===== src/rtl/uart_mmio_slave_pkg.sv =====
// Shared register map, bit positions and types for the memory-mapped UART slave.
package uart_mmio_slave_pkg;

    localparam int unsigned RX_W = 8;

    typedef enum logic [2:0] {
        OFS_TXDATA = 3'd0,
        OFS_RXDATA = 3'd1,
        OFS_STATUS = 3'd2,
        OFS_CTRL   = 3'd3,
        OFS_BAUD   = 3'd4,
        OFS_CLEAR  = 3'd5,
        OFS_RSVD6  = 3'd6,
        OFS_RSVD7  = 3'd7
    } reg_ofs_e;

    localparam int unsigned ST_TX_FULL  = 0;
    localparam int unsigned ST_TX_EMPTY = 1;
    localparam int unsigned ST_RX_FULL  = 2;
    localparam int unsigned ST_RX_OVR   = 3;
    localparam int unsigned ST_TX_BUSY  = 4;
    localparam int unsigned ST_TX_OVF   = 5;

    localparam int unsigned CTRL_TX_EN  = 0;
    localparam int unsigned CTRL_RX_EN  = 1;
    localparam int unsigned CTRL_IRQ_EN = 2;

    localparam int unsigned CLR_RX_FULL = 0;
    localparam int unsigned CLR_RX_OVR  = 1;
    localparam int unsigned CLR_TX_OVF  = 2;

    typedef struct packed {
        logic irq_en;
        logic rx_en;
        logic tx_en;
    } ctrl_t;

    function automatic logic [5:0] pack_status(
        input logic tx_ovf,
        input logic tx_busy,
        input logic rx_ovr,
        input logic rx_full,
        input logic tx_empty,
        input logic tx_full
    );
        logic [5:0] s;
        s              = '0;
        s[ST_TX_OVF]   = tx_ovf;
        s[ST_TX_BUSY]  = tx_busy;
        s[ST_RX_OVR]   = rx_ovr;
        s[ST_RX_FULL]  = rx_full;
        s[ST_TX_EMPTY] = tx_empty;
        s[ST_TX_FULL]  = tx_full;
        return s;
    endfunction

endpackage


===== src/rtl/uart_mmio_slave_tx_fifo.sv =====
// First-word fall-through byte FIFO feeding the UART serializer.
// Push while full and pop while empty are ignored; full/empty reflect pre-edge state.
module uart_tx_fifo #(
    parameter int unsigned DEPTH = 4,
    parameter int unsigned WIDTH = 8
) (
    input  logic             clk,
    input  logic             rst,
    input  logic             push,
    input  logic             pop,
    input  logic [WIDTH-1:0] din,
    output logic [WIDTH-1:0] dout,
    output logic             full,
    output logic             empty
);

    localparam int unsigned PW = $clog2(DEPTH);
    localparam logic [PW:0] FULL_CNT = (PW+1)'(DEPTH);

    logic [WIDTH-1:0] mem [DEPTH];
    logic [PW-1:0]    wr_ptr;
    logic [PW-1:0]    rd_ptr;
    logic [PW:0]      count;
    logic             push_ok;
    logic             pop_ok;

    assign full    = (count == FULL_CNT);
    assign empty   = (count == '0);
    assign push_ok = push & ~full;
    assign pop_ok  = pop & ~empty;
    assign dout    = mem[rd_ptr];

    always_ff @(posedge clk) begin
        if (push_ok) begin
            mem[wr_ptr] <= din;
        end
    end

    // Power-of-two depth lets the pointers wrap by natural overflow.
    always_ff @(posedge clk or posedge rst) begin
        if (rst) begin
            wr_ptr <= '0;
            rd_ptr <= '0;
            count  <= '0;
        end else begin
            if (push_ok) begin
                wr_ptr <= wr_ptr + 1'b1;
            end
            if (pop_ok) begin
                rd_ptr <= rd_ptr + 1'b1;
            end
            case ({push_ok, pop_ok})
                2'b10:   count <= count + 1'b1;
                2'b01:   count <= count - 1'b1;
                default: count <= count;
            endcase
        end
    end

endmodule


===== src/rtl/uart_mmio_slave.sv =====
// Memory-mapped UART register slave: decode, TX FIFO, CTRL/BAUD, RX holding, read mux.
// Optional UART_IRQ_EN enables the registered interrupt and CTRL.irq_en bit.
module uart_mmio_slave
    import uart_mmio_slave_pkg::*;
#(
    parameter int unsigned DATA_WIDTH       = 32,
    parameter int unsigned TX_DEPTH         = 4,
    parameter logic [15:0] DEFAULT_BAUD_DIV = 16'd434
) (
    input  logic                  clk,
    input  logic                  rst,
    input  logic                  HSel,
    input  logic                  WSel,
    input  logic [31:0]           map_Address,
    input  logic [DATA_WIDTH-1:0] map_Data,
    output logic [DATA_WIDTH-1:0] HRData,
    output logic [7:0]            tx_data,
    output logic                  tx_valid,
    input  logic                  tx_ready,
    input  logic                  tx_busy,
    input  logic [7:0]            rx_data,
    input  logic                  rx_strobe,
    output logic [15:0]           baud_div,
    output logic                  irq
);

    reg_ofs_e        ofs;
    logic            wr;
    logic            wr_txdata;
    logic            wr_ctrl;
    logic            wr_baud;
    logic            wr_clear;
    logic            tx_full;
    logic            tx_empty;
    logic            tx_pop;
    logic            tx_ovf;
    logic            rx_full;
    logic            rx_ovr;
    logic [RX_W-1:0] rx_hold;
    logic            rx_take;
    logic            clr_rx_full;
    ctrl_t           ctrl_q;
    logic [15:0]     baud_q;
    logic [DATA_WIDTH-1:0] rdata;
    logic            unused_bits;

    assign unused_bits = ^{map_Address[31:3], map_Data[DATA_WIDTH-1:16]};

    assign ofs       = reg_ofs_e'(map_Address[2:0]);
    assign wr        = HSel & WSel;
    assign wr_txdata = wr & (ofs == OFS_TXDATA);
    assign wr_ctrl   = wr & (ofs == OFS_CTRL);
    assign wr_baud   = wr & (ofs == OFS_BAUD);
    assign wr_clear  = wr & (ofs == OFS_CLEAR);

    assign tx_valid  = ctrl_q.tx_en & ~tx_empty;
    assign tx_pop    = tx_valid & tx_ready;
    assign baud_div  = baud_q;

    uart_tx_fifo #(
        .DEPTH (TX_DEPTH),
        .WIDTH (8)
    ) u_tx_fifo (
        .clk   (clk),
        .rst   (rst),
        .push  (wr_txdata),
        .pop   (tx_pop),
        .din   (map_Data[7:0]),
        .dout  (tx_data),
        .full  (tx_full),
        .empty (tx_empty)
    );

    always_ff @(posedge clk or posedge rst) begin
        if (rst) begin
            ctrl_q <= '0;
            baud_q <= DEFAULT_BAUD_DIV;
        end else begin
            if (wr_ctrl) begin
                ctrl_q.tx_en  <= map_Data[CTRL_TX_EN];
                ctrl_q.rx_en  <= map_Data[CTRL_RX_EN];
`ifdef UART_IRQ_EN
                ctrl_q.irq_en <= map_Data[CTRL_IRQ_EN];
`else
                ctrl_q.irq_en <= 1'b0;
`endif
            end
            if (wr_baud) begin
                baud_q <= map_Data[15:0];
            end
        end
    end

    assign rx_take     = rx_strobe & ctrl_q.rx_en;
    assign clr_rx_full = wr_clear & map_Data[CLR_RX_FULL];

    // A new byte beats a same-cycle clear; an explicit clear masks the overrun it would cause.
    always_ff @(posedge clk or posedge rst) begin
        if (rst) begin
            rx_hold <= '0;
            rx_full <= 1'b0;
            rx_ovr  <= 1'b0;
            tx_ovf  <= 1'b0;
        end else begin
            if (rx_take) begin
                rx_hold <= rx_data;
                rx_full <= 1'b1;
            end else if (clr_rx_full) begin
                rx_full <= 1'b0;
            end
            if (rx_take && rx_full && !clr_rx_full) begin
                rx_ovr <= 1'b1;
            end else if (wr_clear && map_Data[CLR_RX_OVR]) begin
                rx_ovr <= 1'b0;
            end
            if (wr_txdata && tx_full) begin
                tx_ovf <= 1'b1;
            end else if (wr_clear && map_Data[CLR_TX_OVF]) begin
                tx_ovf <= 1'b0;
            end
        end
    end

`ifdef UART_IRQ_EN
    always_ff @(posedge clk or posedge rst) begin
        if (rst) begin
            irq <= 1'b0;
        end else begin
            irq <= ctrl_q.irq_en & (rx_full | tx_empty);
        end
    end
`else
    assign irq = 1'b0;
`endif

    always_comb begin
        rdata = '0;
        if (HSel) begin
            case (ofs)
                OFS_RXDATA: rdata[RX_W-1:0] = rx_hold;
                OFS_STATUS: rdata[5:0]      = pack_status(tx_ovf, tx_busy, rx_ovr,
                                                          rx_full, tx_empty, tx_full);
                OFS_CTRL:   rdata[2:0]      = ctrl_q;
                OFS_BAUD:   rdata[15:0]     = baud_q;
                default:    rdata           = '0;
            endcase
        end
    end

    assign HRData = rdata;

endmodule


===== config.mk =====
export PLATFORM = sky130hd
export DESIGN_NAME = uart_mmio_slave
export DESIGN_NICKNAME = d
export VERILOG_FILES = /design/src/rtl/uart_mmio_slave_pkg.sv /design/src/rtl/uart_mmio_slave_tx_fifo.sv /design/src/rtl/uart_mmio_slave.sv
export SDC_FILE = /design/constraint.sdc
export NUM_CORES = 1
export LEC_CHECK = 0
export CORE_MARGIN = 5
export CORE_UTILIZATION = 46
export DETAILED_ROUTE_END_ITERATION = 8
export PLACE_DENSITY = 0.86
export SLEW_MARGIN = 15
export SYNTH_ARGS = -nofsm -noshare
export SYNTH_HDL_FRONTEND = slang
export SYNTH_HIERARCHICAL = 1
export SYNTH_SLANG_ARGS = --single-unit
export TNS_END_PERCENT = 20

===== constraint.sdc =====
create_clock -name clk -period 3.5 [get_ports clk]
set_input_delay 0.525 -clock clk [delete_from_list [all_inputs] [get_ports clk]]
set_output_delay 0.525 -clock clk [all_outputs]
set_load 0.01 [all_outputs]

==> results.yml <==
logic_synthesis:
  synth-seq-area-share_pct: 57.53
  syn-cell-area_um2: 3247
  avgSynthCellArea_um2: 14.56
  ys_seq_elements: 68
  yosys_warnings: 6
  syn_inst: 223
  synth_cell_types: 45
worst_setup_path:
  crit_buf_inv: 2
  slowest_delay_ns: 0.67
  rr_endpoint: "u_tx_fifo/count[2]"
  reg2regPathDepth: 10
  critical_path_class: "primary input to primary output"
  cp.arrival_ns: 2.66
  reg2reg_from: "u_tx_fifo/count[0]"
  cp-start-kind: "primary input"
  cp.required_ns: 2.97
  cp_top_family: "buffers and inverters"
  cp_max_fo: 13
  worstPathCellList: "clkdlybuf4s50_1 > nor3b_1 > a32oi_1 > a21oi_1 > clkdlybuf4s50_1"
  worst-r2r-setup-slack_ns: 1.26
  crit_top_cell: "clkdlybuf4s50_1"
  end_kind: "primary output"
  crit_path_top_delay_cell: "clkdlybuf4s50_1"
global_route:
  grt_use_total_pct: 16.46
  grt_max_degree: 30
  first_global_vias: 2175
  grt_remaining_overflow: 0
  antenna_found_initial: 0
  grt_pass1_wl_um: 10960
placement:
  globalplace.congestion: 0.8007
  dp.final_hpwl_um: 4815
  io_buffers: 74
cts:
  cts_tree: "built"
  post_cts_resized: 0
  cts.sinks: 68
  clk_path_buf_depth: 2
  h-tree-depth: 3
  cts_setup_buffers: 0
  cts_made_buffers: 9
  path_clk_slew_ns: 0.07
  clk_latency_ns: 0.34
  holdBufCountCts: 0
  ctsRootBufferMaster: "clkbuf_8"
floorplanning:
  die_w_um: 94.02
  rows: 30
  io_pins: 137
  start_util_pct: 47.53
  die_height_um: 94.02
  die_area_um2: 8839
  core_um2: 6832
outcome:
  outcome: "completed"
timing:
  worst_pin_slew_ns: 0.6190
  slew_headroom_pct: 58.67
  min_period_ns: 3.184
  finalCritPeriodShare_pct: 90.97
  finalSetupViolations: 0
  tns_ns: 0
  report.final.hold_viol_count: 0
  slew_violations: 0
  rsz0062_at_grt: "no"
  clock_skew_ns: 0.006518
  fmax_mhz: 314.1
route:
  viasPerCell: 5.037
  drt_iter0_drc: 84
  num_vias: 2025
  ant_nets: 0
  drc: 0
  wl_per_cell_um: 16.36
  dr.pass1.iters: 4
  wirelength_um: 6578
run:
  maxCapViolCount: 0
cells_and_area:
  fin_nets: 386
  drive_gt1_share_pct: 21.57
  area_growth_pct: 28.55
  num_antenna_cells: 0
  final_common_cell: "clkdlybuf4s50_1"
  final_cell_mix: "clkdlybuf4s50_1, edfxtp_1, dfrtp_1"
power:
  leakage_nw: 1.636
  power_density_nw_per_um2: 580.3
  finalPower_mw: 2.422
  ir_drop_uv: 373.1
worst_hold_path:
  hold_path_class: "primary input to asynchronous set/reset pin"
[cell families (layout without fill, tap and decap cells)]
logic type,count (synthesis),after routing,synth area share [%]
AO/OA/AOI/OAI,21,21,4.740
XOR/XNOR,6,6,1.619
adder cells (fa/ha/maj),6,6,2.543
buffers and inverters,33,100,6.204
flip-flops,68,68,57.53
multiplexers,38,38,17.11
other,1,17,0.1155
AND/OR/NAND/NOR,50,50,10.13
[worst register-to-register path, stage by stage, from the launching register on]
cell     delay, ns
dfrtp_1       0.48
nor3_1        0.12
nor2b_1       0.16
and2_1        0.15
o31a_2        0.17
ha_1          0.19
inv_1         0.06
fa_1          0.37
xor2_1        0.15
nor2_1        0.14
xor2_1        0.17
[cell usage after synthesis (all sizes together)]
master	count	area [um^2]
xor2	3	26.28
clkbuf	2	8.750
edfxtp	32	960.9
nor3b	2	26.28
o21ai	5	25.02
a32oi	3	26.28
ha	5	62.56
fa	1	20.02
nand2	8	30.03
nand4	2	27.53
inv	9	33.78
conb	1	3.750
dfrtp	31	775.7
dfstp	5	131.4
nand3	2	10.01
mux4	8	180.2
and3	2	12.51
a22o	1	8.760
and2	13	86.33
o311ai	1	16.27
o31a	1	10.01
nor2	6	30.03
nor3	1	5.000
nand3b	2	15.01
and2b	1	7.510
nand2b	2	12.51
buf	22	158.9
a21oi	3	15.01
a32o	1	10.01
o22ai	2	12.51
mux2i	3	30.03
a22oi	4	30.03
xnor2	3	26.28
nand4b	1	8.760
nor2b	8	57.55
mux2	27	345.3
[power breakdown]
| group | switching (mW) | internal [mW] | leakage [nW] |
|---|---|---|---|
| clock | 0.302 | 0.253 | 0.0845 |
| combinational | 0.266 | 0.457 | 0.843 |
| sequential | 0.160 | 0.985 | 0.708 |
| total | 0.728 | 1.69 | 1.64 |
[layout make-up]
| cell class | count | area, um^2 |
|---|---|---|
| multi-input cells | 138 | 1237 |
| flip-flops and latches | 68 | 1868 |
| clock inverters | 7 | 42.54 |
| clock buffers | 9 | 123.9 |
| fillers | 541 | 2658 |
| well taps | 96 | 120.1 |
| inverters | 9 | 33.78 |
| repair buffers | 75 | 748.2 |
[metal layers]
layer | share of wire, % | GRT usage (%) | up-vias
li1 | - | - | 930
met1 | 42 | 19.35 | 1007
met2 | 47 | 26.37 | 83
met3 | 9.0 | 8.494 | 5
met4 | 1.1 | 4.693 | 0
met5 | 0 | 0 | -
[sequential cells by signal, summed over array words and instances, names as in the netlist]
name	cells
u_tx_fifo/rd_ptr	2
tx_ovf	1
rx_full	1
u_tx_fifo/count	3
u_tx_fifo/wr_ptr	2
rx_ovr	1
u_tx_fifo/mem	32
rx_hold	8
baud_div	16
ctrl_q	2
[through the flow]
stage                     worst slack (ns)  area [um^2]  utilization [%]  hold slack [ns]  instances
after floorplan                      1.267         3307                -           0.3284        239
after global placement              0.3630         4008            58.66           0.4897        386
after detailed placement            0.3620         4008            58.66           0.4939        386
after CTS                           0.3212         4174            61.10           0.4338        402
after global routing                0.1844         4174            61.10           0.4567        402
final                               0.3161         4174            61.10           0.4652        402
[worst max-delay path by stage]
| stage | to | startpoint | cells after the start | slack (ns) |
|---|---|---|---|---|
| after CTS | HRData[5] | map_Address[1] | 5 | 0.32 |
| after global placement | HRData[5] | map_Address[1] | 5 | 0.36 |
| final | HRData[5] | map_Address[1] | 5 | 0.32 |
| after global routing | HRData[3] | map_Address[1] | 5 | 0.18 |
| after floorplan | u_tx_fifo/count[2] | HSel | 11 | 1.27 |
| after detailed placement | HRData[4] | map_Address[1] | 5 | 0.36 |
Power figures use the tool's default switching activity.
